File: config.mk
export PLATFORM = sky130hd
export DESIGN_NAME = feature_pair_merger
export DESIGN_NICKNAME = d
export VERILOG_FILES = /design/src/rtl/feature_pair_merger.sv
export SDC_FILE = /design/constraint.sdc
export NUM_CORES = 1
export LEC_CHECK = 0
export ABC_AREA = 1
export CORE_AREA = 2 2 240 242
export DETAILED_ROUTE_END_ITERATION = 10
export DIE_AREA = 0 0 242 244
export PLACE_DENSITY = 0.67
export SLEW_MARGIN = 25
export SYNTH_ARGS = -nofsm -noshare
export SYNTH_HDL_FRONTEND = slang
export SYNTH_SLANG_ARGS = --single-unit
File: constraint.sdc
create_clock -name clk -period 7.7 [get_ports clk]
set_clock_uncertainty 0.15 [all_clocks]
set_input_delay 1.54 -clock clk [delete_from_list [all_inputs] [get_ports clk]]
set_output_delay 1.54 -clock clk [all_outputs]
set_load 0.01 [all_outputs]
File: src/rtl/feature_pair_merger.sv
// Pairs pooled samples from two independent channels through per-channel FIFOs
// and emits {ch1, ch0} with a raster index over a (W-2)x(H-2) frame.
module feature_pair_merger #(
  parameter int DATA_WIDTH = 16,
  parameter int FIFO_DEPTH = 16
) (
  input  logic                          clk,
  input  logic                          rst_n,
  input  logic                          valid_in0,
  input  logic signed [DATA_WIDTH-1:0]  data_in0,
  input  logic                          valid_in1,
  input  logic signed [DATA_WIDTH-1:0]  data_in1,
  input  logic [7:0]                    img_width,
  input  logic [7:0]                    img_height,
  input  logic                          clear,
  output logic                          out_valid,
  input  logic                          out_ready,
  output logic [2*DATA_WIDTH-1:0]       out_data,
  output logic [15:0]                   out_index,
  output logic                          frame_done,
  output logic                          ovf0,
  output logic                          ovf1
);

  localparam int AW = $clog2(FIFO_DEPTH);

  logic [DATA_WIDTH-1:0] mem0 [FIFO_DEPTH];
  logic [DATA_WIDTH-1:0] mem1 [FIFO_DEPTH];
  logic [AW:0]           wr0, rd0, wr1, rd1;

  logic empty0, empty1, full0, full1;
  logic pop, push0, push1, transfer;
  logic [15:0] e_now, e_reg, active_e;
  logic        deg_now, deg_reg, active_deg;
  logic        last_pair;

  // Extra pointer MSB distinguishes full from empty when the indices match.
  assign empty0 = (wr0 == rd0);
  assign empty1 = (wr1 == rd1);
  assign full0  = (wr0[AW] != rd0[AW]) && (wr0[AW-1:0] == rd0[AW-1:0]);
  assign full1  = (wr1[AW] != rd1[AW]) && (wr1[AW-1:0] == rd1[AW-1:0]);

  assign transfer = out_valid && out_ready;
  assign pop      = !clear && !empty0 && !empty1 && (!out_valid || out_ready);
  assign push0    = !clear && valid_in0 && (!full0 || pop);
  assign push1    = !clear && valid_in1 && (!full1 || pop);

  assign e_now   = (16'(img_width) - 16'd2) * (16'(img_height) - 16'd2);
  assign deg_now = (img_width < 8'd3) || (img_height < 8'd3);

  // Frame geometry follows the inputs while idle and freezes once a frame is underway.
  assign active_e   = (out_index == 16'd0) ? e_now   : e_reg;
  assign active_deg = (out_index == 16'd0) ? deg_now : deg_reg;
  assign last_pair  = !active_deg && (out_index == active_e - 16'd1);

  always_ff @(posedge clk) begin
    if (push0) mem0[wr0[AW-1:0]] <= data_in0;
    if (push1) mem1[wr1[AW-1:0]] <= data_in1;
  end

  always_ff @(posedge clk or negedge rst_n) begin
    if (!rst_n) begin
      wr0        <= '0;
      rd0        <= '0;
      wr1        <= '0;
      rd1        <= '0;
      out_valid  <= 1'b0;
      out_data   <= '0;
      out_index  <= '0;
      frame_done <= 1'b0;
      ovf0       <= 1'b0;
      ovf1       <= 1'b0;
      e_reg      <= '0;
      deg_reg    <= 1'b1;
    end else if (clear) begin
      wr0        <= '0;
      rd0        <= '0;
      wr1        <= '0;
      rd1        <= '0;
      out_valid  <= 1'b0;
      out_data   <= '0;
      out_index  <= '0;
      frame_done <= 1'b0;
      ovf0       <= 1'b0;
      ovf1       <= 1'b0;
    end else begin
      if (push0) wr0 <= wr0 + 1'b1;
      if (push1) wr1 <= wr1 + 1'b1;
      if (valid_in0 && full0 && !pop) ovf0 <= 1'b1;
      if (valid_in1 && full1 && !pop) ovf1 <= 1'b1;

      if (pop) begin
        rd0       <= rd0 + 1'b1;
        rd1       <= rd1 + 1'b1;
        out_data  <= {mem1[rd1[AW-1:0]], mem0[rd0[AW-1:0]]};
        out_valid <= 1'b1;
      end else if (transfer) begin
        out_valid <= 1'b0;
      end

      if (out_index == 16'd0) begin
        e_reg   <= e_now;
        deg_reg <= deg_now;
      end

      frame_done <= transfer && last_pair;
      if (transfer) begin
        if (active_deg || last_pair) out_index <= '0;
        else                         out_index <= out_index + 16'd1;
      end
    end
  end

endmodule

==> results.cfg, run 1 <==
[outcome]
outcome = finished clean

[cts]
numCtsBuffers = 60
clock-sinks = 601
hold_buffers = 0
cts_tree = built
ctsLongestPathBuffers = 3
cts_resized = 0
insertion_delay_ps = 650
cts_root_buffer = clkbuf_16
post_cts_buffers = 0
htree_levels = 2
clkSlewWorstSetupHoldPaths_ps = 60

[yosys]
syn_area_per_cell_sq_um = 11.3
yosysTopAreaCell = edfxtp_1
synth_edf_count = 512
yosysUniqueCellTypes = 45
synth-seq-cells = 601
synth_flop_cell = edfxtp_1
synth_area_sq_mm = 0.0279
ys_seq_area_frac = 0.630
syn-num-nets = 2643
netlist.area_leader.share = 0.551
async_reset_ff_frac = 0.148
synth_area_leaders = edfxtp_1, dfrtp_1, nor2_1, o21ai_0, fa_1
syn_inst = 2478
yosysWarnings = 0

[drt]
drc = 0
vias = 19400
wl_per_cell_um = 20.3
drt_iter0_markers = 2011
ant_nets = 0
drt_wl_total_um = 70000
first_pass_iters = 5
vias_per_cell = 5.63

[power]
internal-power_mw = 6.56
p_leak_nw = 12.2
net-switching-power_mw = 3.29
ir_drop_mv = 0.213
p_sw_frac = 0.334
p_per_area_mw_per_mm2 = 304
p_comb_frac = 0.319
p_clk_frac = 0.298
seqPwrFrac = 0.383

[worst_setup_path]
cp-start-kind = primary input
crit_slowest_cell = fa_1
worstPathMaxFanout = 5
required_ps = 8060
worstPathBufferInverterCount = 7
critical_path_class = in2reg
cp_data_arrival_time_ps = 7690
critical_path.top_delay_family = adder cells
ff2ff_path_depth = 12
max_stage_delay_ps = 580
worstSetupEndpointType = flip-flop
cp_num_cells = 30

[global_routing]
grt_use_met3 = 0.0349
antenna_found_initial = 1
met1_usage = 0.330
grt_util_met2 = 0.399
grt_overflow = 0
grt_start_max_net_pins = 119
grt_pass1_vias = 19700
grt.busiest_layer = met2
grt_first_pass_wirelength_um = 110000
grt_usage = 0.239

[floorplan]
die_y_um = 244
rows = 87
dieArea_sq_mm = 0.0590
initial_core_util = 0.497
fp.dieW_um = 242
io_pins = 106
core-area_sq_mm = 0.0562

[timing]
post-route-period-util = 0.952
worst_slew_pin_slew_ps = 936
finalWorstSetupSlack_ps = 371
hold_viol_final = 0
fin_crit_ps = 7330
slew_violations = 0
max-slew-margin-rel = 0.373
setup_viol = 0
fmax_mhz = 136

[placement]
io_buffer_count = 105
place_congestion = 0.890
dp_slack_ps = -293
dp_hpwl_um = 42100

[finish]
drive_gt1_frac = 0.110
utilization = 0.577
layout_commonest_cell = edfxtp_1
areaGrowthSynthToFinish_pct = 16.1
layout_common_cells = edfxtp_1, nor2_1, nand2_1
nNetsFinal = 2811

[job]
maxCapViolCount = 0

[hold_path]
whs_path_depth = 2
hp-class = reg2reg
-- per-stage QoR --
step,TNS [ps],instances,hold slack (ps),cell area [sq um],power [mW]
global placement,-2450,3340,311,30400,6.88
global route,-1.92,3454,362,32400,10.4
CTS,0,3453,333,32400,9.87
finish,0,3454,331,32400,9.84
detailed placement,-4110,3340,320,30400,6.94
floorplan,0,2478,296,27900,5.88
-- area by class of cell --
cell class,instances,area (sq um)
fill,4630,23800
sequential,601,17600
multi-input combinational,1563,9150
timing repair buffer,224,1950
clock buffer,71,1560
tap,756,946
inverter,196,743
clock inverter,42,448
antenna,1,2.50
-- worst register-to-register path: cells and delay by family, from the launching register on --
kind / cells / cell delay (ps)
AO/OA/AOI/OAI: 1 / 90
XOR/XNOR: 1 / 140
buffers and inverters: 3 / 1160
flip-flops: 1 / 340
AND/OR/NAND/NOR: 7 / 1620
-- Yosys cell counts, drive strengths merged (15+ instances only) --
| library cell | instances |
|---|---|
| ha | 48 |
| a21oi | 17 |
| o22ai | 80 |
| xnor2 | 17 |
| nand3 | 120 |
| edfxtp | 512 |
| clkbuf | 108 |
| nand4 | 19 |
| fa | 63 |
| nor2 | 405 |
| dfrtp | 88 |
| inv | 190 |
| o21ai | 302 |
| nand2 | 348 |
| a22o | 34 |
| o221ai | 50 |
| xor2 | 18 |
| o211ai | 15 |
-- kinds of logic after synthesis --
| group | Yosys count | synth area share |
|---|---|---|
| buf+inv | 314 | 0.0443 |
| flops | 601 | 0.630 |
| mux | 1 | 0.000358 |
| compound gates | 506 | 0.109 |
| fa+ha+maj | 111 | 0.0667 |
| simple gates | 909 | 0.137 |
| xor+xnor | 36 | 0.0118 |
-- power by group through the flow --
| stage | clock network (mW) | registers, mW | logic [mW] |
|---|---|---|---|
| after floorplan | 0 | 3.82 | 2.06 |
| after global placement | 0 | 3.83 | 3.04 |
| after detailed placement | 0 | 3.84 | 3.10 |
| after CTS | 2.97 | 3.77 | 3.13 |
| after global routing | 3.09 | 3.79 | 3.54 |
| final | 2.93 | 3.77 | 3.14 |
-- per-layer routing --
metal,vias up,part of all wire
li1,9031,-
met1,9575,0.42
met2,723,0.48
met3,108,0.073
met4,0,0.021
met5,-,0
-- worst paths after layout --
| kind | end | slack, ps | from |
|---|---|---|---|
| setup reg to reg | mem0[1][15]$_DFFE_PP_ | 3900 | rd0[1]$_DFFE_PN0P_ |
| hold reg to reg | e_reg[7]$_DFFE_PN0N_ | 330 | e_reg[7]$_DFFE_PN0N_ |
| hold / removal | e_reg[7]$_DFFE_PN0N_ | 330 | e_reg[7]$_DFFE_PN0N_ |
| min in group asynchronous | out_data[2]$_DFFE_PN0P_ | 720 | rst_n |
| max in group asynchronous | rd0[0]$_DFFE_PN0P_ | 5330 | rst_n |
| setup / recovery | out_index[1]$_DFFE_PN0P_ | 370 | img_width[1] |
Power figures use the tool's default switching activity.
==> run 2: changes to the inputs <==
--- a/config.mk
+++ b/config.mk
@@ -5,7 +5,6 @@
 export SDC_FILE = /design/constraint.sdc
 export NUM_CORES = 1
 export LEC_CHECK = 0
-export ABC_AREA = 1
 export CORE_AREA = 2 2 240 242
 export DETAILED_ROUTE_END_ITERATION = 10
 export DIE_AREA = 0 0 242 244
==> run 2 against run 1 <==
The flow now finishes with violations (negative setup slack). Total power is 8.5% higher. Register-to-register slack worse by 660 ps. Hold slack better by 25 ps. Synthesized cell count fell by 32%. Global-route usage is 2.5 points lower. Sequential cell count is the same. Critical path type unchanged.
==> results.cfg, run 2 <==
[yosys]
syn-num-nets = 1839
synth_area_leaders = edfxtp_1, mux4_2, dfrtp_1, fa_1, ha_1
yosysWarnings = 0
yosysUniqueCellTypes = 86
ys_seq_area_frac = 0.630
syn_inst = 1674
synth_area_sq_mm = 0.0279
synth_edf_count = 512
synth_flop_cell = edfxtp_1
yosysTopAreaCell = edfxtp_1
synth-seq-cells = 601
netlist.area_leader.share = 0.550
async_reset_ff_frac = 0.148
synth_most_common_cell = edfxtp_1
syn_area_per_cell_sq_um = 16.7
synth_commonest_cells = edfxtp_1, mux4_2, nor2_1, inv_1, dfrtp_1

[worst_setup_path]
worstSetupEndpointType = flip-flop
r2r_start = out_index[0]$_DFFE_PN0P_
reg2reg_to = out_index[2]$_DFFE_PN0P_
cp_data_arrival_time_ps = 8070
ff2ff_path_depth = 17
worstPathMaxFanout = 7
crit_start = img_height[5]
required_ps = 8050
endpoint = out_index[2]$_DFFE_PN0P_
rrSetupSlack_ps = 3240
critical_path_class = in2reg
cp-start-kind = primary input

[drt]
ant_nets = 0
drt_iter0_markers = 1191
wl_per_cell_um = 22.7
vias = 15600
drt_wl_total_um = 62000
vias_per_cell = 5.72
drc = 0
first_pass_iters = 5

[timing]
hold_viol_final = 0
setup_viol = 5
fmax_mhz = 130
post-route-period-util = 1.00
slew_violations = 0
fin_crit_ps = 7720
finalWorstSetupSlack_ps = -16.6
grt_setup_unrepaired = yes
worst_hold_slack_ps = 356
max-slew-margin-rel = 0.308
worst_slew_pin_slew_ps = 1040

[cts]
clkSlewWorstSetupHoldPaths_ps = 60
hold_buffers = 0
htree_levels = 2
cts_root_buffer = clkbuf_16
cts_tree = built
clock-sinks = 601
ctsLongestPathBuffers = 3
numCtsBuffers = 60
insertion_delay_ps = 620

[power]
p_leak_nw = 11.7
p_per_area_mw_per_mm2 = 320
ir_drop_mv = 0.255

[floorplan]
dieArea_sq_mm = 0.0590
initial_core_util = 0.497
io_pins = 106
die_y_um = 244
core-area_sq_mm = 0.0562
rows = 87
fp.dieW_um = 242

[global_routing]
grt_pass1_vias = 16300
grt_usage = 0.214
grt_start_max_net_pins = 69
grt_overflow = 0
grt_first_pass_wirelength_um = 96700
antenna_found_initial = 2

[finish]
nNetsFinal = 2083
layout_commonest_cell = edfxtp_1
design_area_sq_mm = 0.0334
areaGrowthSynthToFinish_pct = 19.4
layout_common_cells = edfxtp_1, mux4_2, buf_4
drive_gt1_frac = 0.291

[hold_path]
hp-class = reg2reg

[placement]
dp_hpwl_um = 37500
io_buffer_count = 105
place_congestion = 0.862
placed_area_sq_mm = 0.0308

[outcome]
outcome = complete, but fails checks
violations = negative setup slack

[job]
maxCapViolCount = 0
-- run 2: cell count changes after synthesis, sizes merged, moves of 48 or more --
cell / delta
nor2: -295
o21ai: -278
nand2: -278
clkbuf: -60
mux2i: +50
inv: -95
mux4: +160
o221ai: -48
o22ai: -79
nand3: -103
-- run 2: logic make-up after synthesis --
group	count (synthesis)	synth area share
AOI/OAI and AO/OA	121	0.0333
muxes	226	0.153
DFF	601	0.630
xor gates and xnor gates	69	0.0216
and+or+nand+nor	374	0.0697
adders and majority gates	111	0.0666
buffers and inverters	172	0.0254
-- run 2: how the worst min path moves through the flow --
stage | start | endpoint | slack (ps) | cells after the start
6_report | e_reg[12]$_DFFE_PN0N_ | e_reg[12]$_DFFE_PN0N_ | 360 | 1
3_3_place_gp | e_reg[12]$_DFFE_PN0N_ | e_reg[12]$_DFFE_PN0N_ | 340 | 1
5_1_grt | e_reg[12]$_DFFE_PN0N_ | e_reg[12]$_DFFE_PN0N_ | 370 | 1
2_1_floorplan | e_reg[12]$_DFFE_PN0N_ | e_reg[12]$_DFFE_PN0N_ | 330 | 1
3_5_place_dp | e_reg[12]$_DFFE_PN0N_ | e_reg[12]$_DFFE_PN0N_ | 340 | 1
4_1_cts | e_reg[12]$_DFFE_PN0N_ | e_reg[12]$_DFFE_PN0N_ | 360 | 1
-- run 2: critical path, stage by stage --
cell,delay [ps]
buf_6,90
or3_4,420
nor3_4,240
xnor2_2,120
or2_4,260
fa_1,510
fa_1,520
inv_2,40
fa_1,500
fa_1,520
inv_2,40
fa_1,510
inv_2,40
ha_4,320
and2_4,160
a2111oi_2,60
nand4b_1,310
o31ai_4,320
or3b_4,450
and3b_2,250
nor4_4,270
nand3b_4,280
a221oi_2,90
a21o_1,190
-- run 2: area by class of cell --
class	instances	area, sq um
Clock inverter	30	324
Inverter	96	368
Sequential cell	601	17600
Timing Repair Buffer	257	2200
Fill cell	4212	22800
Clock buffer	82	1680
Multi-Input combinational cell	902	10200
Tap cell	756	946
Antenna cell	2	5.00
-- run 2: routing by layer --
layer | vias up | wire [um] | track usage | share of wire
met1 | 8180 | 26600 | 0.297 | 0.43
met5 | - | 13 | 0 | 0.00021
li1 | 6894 | - | - | -
met2 | 430 | 30500 | 0.355 | 0.49
met3 | 85 | 3620 | 0.0401 | 0.058
met4 | 2 | 1180 | 0.0527 | 0.019
-- run 2: through the flow --
stage / power, mW / utilization / TNS [ps] / std cells / setup WS (ps)
global placement: 7.36 / 0.548 / -14690 / 2591 / -912
CTS: 10.6 / 0.589 / 0 / 2716 / 7.19
detailed placement: 7.41 / 0.549 / -16710 / 2591 / -1050
floorplan: 6.30 / - / -856 / 1674 / -96.4
finish: 10.7 / 0.594 / -36.9 / 2726 / -16.6
global route: 11.3 / 0.594 / -3690 / 2725 / -246
-- run 2: power breakdown --
group	total (mW)	internal (mW)	switching (mW)
clock	2.94	1.72	1.21
sequential	3.85	3.66	0.194
combinational	3.89	2.06	1.83
-- run 2: what timing repair did --
| item | CTS | global route |
|---|---|---|
| gates resized for setup | 42 | 72 |
| gates cloned | 1 | 0 |
| pin swaps | 32 | 60 |
| setup endpoints to repair | 17 | 17 |
| endpoints found under the hold margin | 0 | 0 |
| setup buffers | 12 | 8 |
==> run 3: changes to the inputs <==
--- a/config.mk
+++ b/config.mk
@@ -8,8 +8,9 @@
 export CORE_AREA = 2 2 240 242
 export DETAILED_ROUTE_END_ITERATION = 10
 export DIE_AREA = 0 0 242 244
+export HOLD_SLACK_MARGIN = 0.03
 export PLACE_DENSITY = 0.67
-export SLEW_MARGIN = 25
+export SLEW_MARGIN = 10
 export SYNTH_ARGS = -nofsm -noshare
 export SYNTH_HDL_FRONTEND = slang
 export SYNTH_SLANG_ARGS = --single-unit
==> run 3 against run 2 <==
The flow now finishes without violations. Sequential power about the same. Utilization decreased by 0.085 points. Cell count about the same. Sequential share of layout area increased by 0.075 points. Largest cell class unchanged. Critical path depth increased by 1. Total power decreased by 0.48%. Routed wire length about the same. Via count decreased by 0.35%. Die area unchanged. Clock power about the same. Clock-buffer cell count decreased by 12. Combinational power decreased by 2%.
==> results.cfg, run 3 (synthesis gave the netlist of run 2 again) <==
[drt]
drt-met1-wl_um = 26100
vias = 15500
met3WireLength_um = 3960
drc = 0
ant_nets = 0
first_pass_iters = 5
wl_per_cell_um = 22.7
drt_iter0_markers = 1314
vias_per_cell = 5.70
drt_wl_total_um = 61900
top_layer = met5
dr_wl_met2_um = 30800

[power]
p_per_area_mw_per_mm2 = 319
p_clk_frac = 0.278
p_comb_frac = 0.359
p_sw_frac = 0.306
seqPwrFrac = 0.363
ir_drop_mv = 0.222
internal-power_mw = 7.38
finalPower_mw = 10.6
p_leak_nw = 11.7
net-switching-power_mw = 3.26

[outcome]
outcome = finished clean

[cts]
clock-sinks = 601
hold_buffers = 0
numCtsBuffers = 59
cts_tree = built
cts_root_buffer = clkbuf_16
insertion_delay_ps = 630
ctsLongestPathBuffers = 3
htree_levels = 2
clkSlewWorstSetupHoldPaths_ps = 60

[global_routing]
grt_start_max_net_pins = 69
grt_usage = 0.215
grt_pass1_vias = 16300
grt_first_pass_wirelength_um = 96900
grt_overflow = 0
antenna_found_initial = 3

[timing]
hold_viol_final = 0
worst_slew_pin_slew_ps = 1230
post-route-period-util = 0.995
slew_violations = 0
fmax_mhz = 130
max-slew-margin-rel = 0.179
grt_setup_unrepaired = yes
fin_tns_setup_ps = 0
fin_crit_ps = 7660
setup_viol = 0

[finish]
nNetsFinal = 2082
fill_cells = 4187
layout_common_cells = edfxtp_1, mux4_2, buf_4
drive_gt1_frac = 0.282
multi_input_area_sq_mm = 0.0102
areaGrowthSynthToFinish_pct = 19.2
layout_commonest_cell = edfxtp_1
regArea_sq_mm = 0.0176

[worst_setup_path]
cp-start-kind = primary input
crit_slowest_cell = fa_1
max_stage_delay_ps = 520
required_ps = 8100
worstPathMaxFanout = 7
worstSetupEndpointType = flip-flop
path_common_cell = fa_1
critical_path_class = in2reg
cp_data_arrival_time_ps = 8060

[floorplan]
io_pins = 106
rows = 87
core-area_sq_mm = 0.0562
die_y_um = 244
initial_core_util = 0.497
fp.dieW_um = 242
dieArea_sq_mm = 0.0590

[placement]
io_buffer_count = 105
dp_hpwl_um = 37500
place_congestion = 0.862

[job]
maxCapViolCount = 0

[hold_path]
hp-class = reg2reg
-- run 3: changes by cell type in the layout (fill, tap and decap cells not counted), moves of 4 or more --
cell        change
clkbuf_1        -6
clkinv_4        +4
clkbuf_8        -4
and3_1          +4
and2_1         +16
and2_2         -16
clkinvlp_4      +8
and3_2          -4
-- run 3: layout make-up --
type / instances / area share
multi-input cells: 902 / 0.305
well taps: 756 / 0.0284
clock inverters: 42 / 0.0145
diodes: 3 / 0.000225
clock buffers: 70 / 0.0465
inverters: 96 / 0.0110
repair buffers: 257 / 0.0658
flip-flops and latches: 601 / 0.529
-- run 3: final timing paths --
check	slack [ps]	cells past startpoint	endpoint	startpoint
setup reg to reg	3310	17	out_index[2]$_DFFE_PN0P_	out_index[0]$_DFFE_PN0P_
hold reg to reg	360	1	e_reg[12]$_DFFE_PN0N_	e_reg[12]$_DFFE_PN0N_
min in group asynchronous	790	1	out_data[3]$_DFFE_PN0P_	rst_n
setup / recovery	40	25	out_index[0]$_DFFE_PN0P_	img_height[5]
max in group asynchronous	5250	2	rd1[0]$_DFFE_PN0P_	rst_n
hold / removal	360	1	e_reg[12]$_DFFE_PN0N_	e_reg[12]$_DFFE_PN0N_
-- run 3: per-stage QoR --
step           area (sq um)  utilization  hold WS [ps]  std cells  setup WS (ps)
2_1_floorplan         28200            -           329       1674          -96.4
3_5_place_dp          30800        0.548           347       2591          -1070
3_3_place_gp          30800        0.548           339       2591           -912
6_report              33300        0.593           362       2727           35.3
4_1_cts               33000        0.588           362       2713           4.58
5_1_grt               33300        0.593           371       2725           -198
-- run 3: power groups by stage --
| stage | combinational (mW) | sequential [mW] | clock (mW) |
|---|---|---|---|
| 2_1_floorplan | 2.48 | 3.81 | 0 |
| 3_3_place_gp | 3.44 | 3.92 | 0 |
| 3_5_place_dp | 3.48 | 3.93 | 0 |
| 4_1_cts | 3.58 | 3.86 | 3.01 |
| 5_1_grt | 4.17 | 3.89 | 3.14 |
| 6_report | 3.82 | 3.86 | 2.96 |
-- run 3: routing by layer --
metal,vias to the layer above,global-route usage
li1,6909,-
met1,8075,0.296
met2,469,0.359
met3,80,0.0397
met4,4,0.0483
met5,-,0
-- run 3: timing repair --
item | CTS | global route
pin swaps | 32 | 47
gates cloned | 1 | 0
endpoints found under the setup margin | 17 | 17
gates resized for setup | 37 | 62
buffers inserted | 9 | 11
-- run 3: worst max-delay path, delay by kind of cell --
| family | cells | cell delay [ps] |
|---|---|---|
| fa+ha+maj | 6 | 2860 |
| simple gates | 8 | 2150 |
| compound gates | 5 | 1010 |
| buf+inv | 5 | 370 |
| xor+xnor | 1 | 110 |
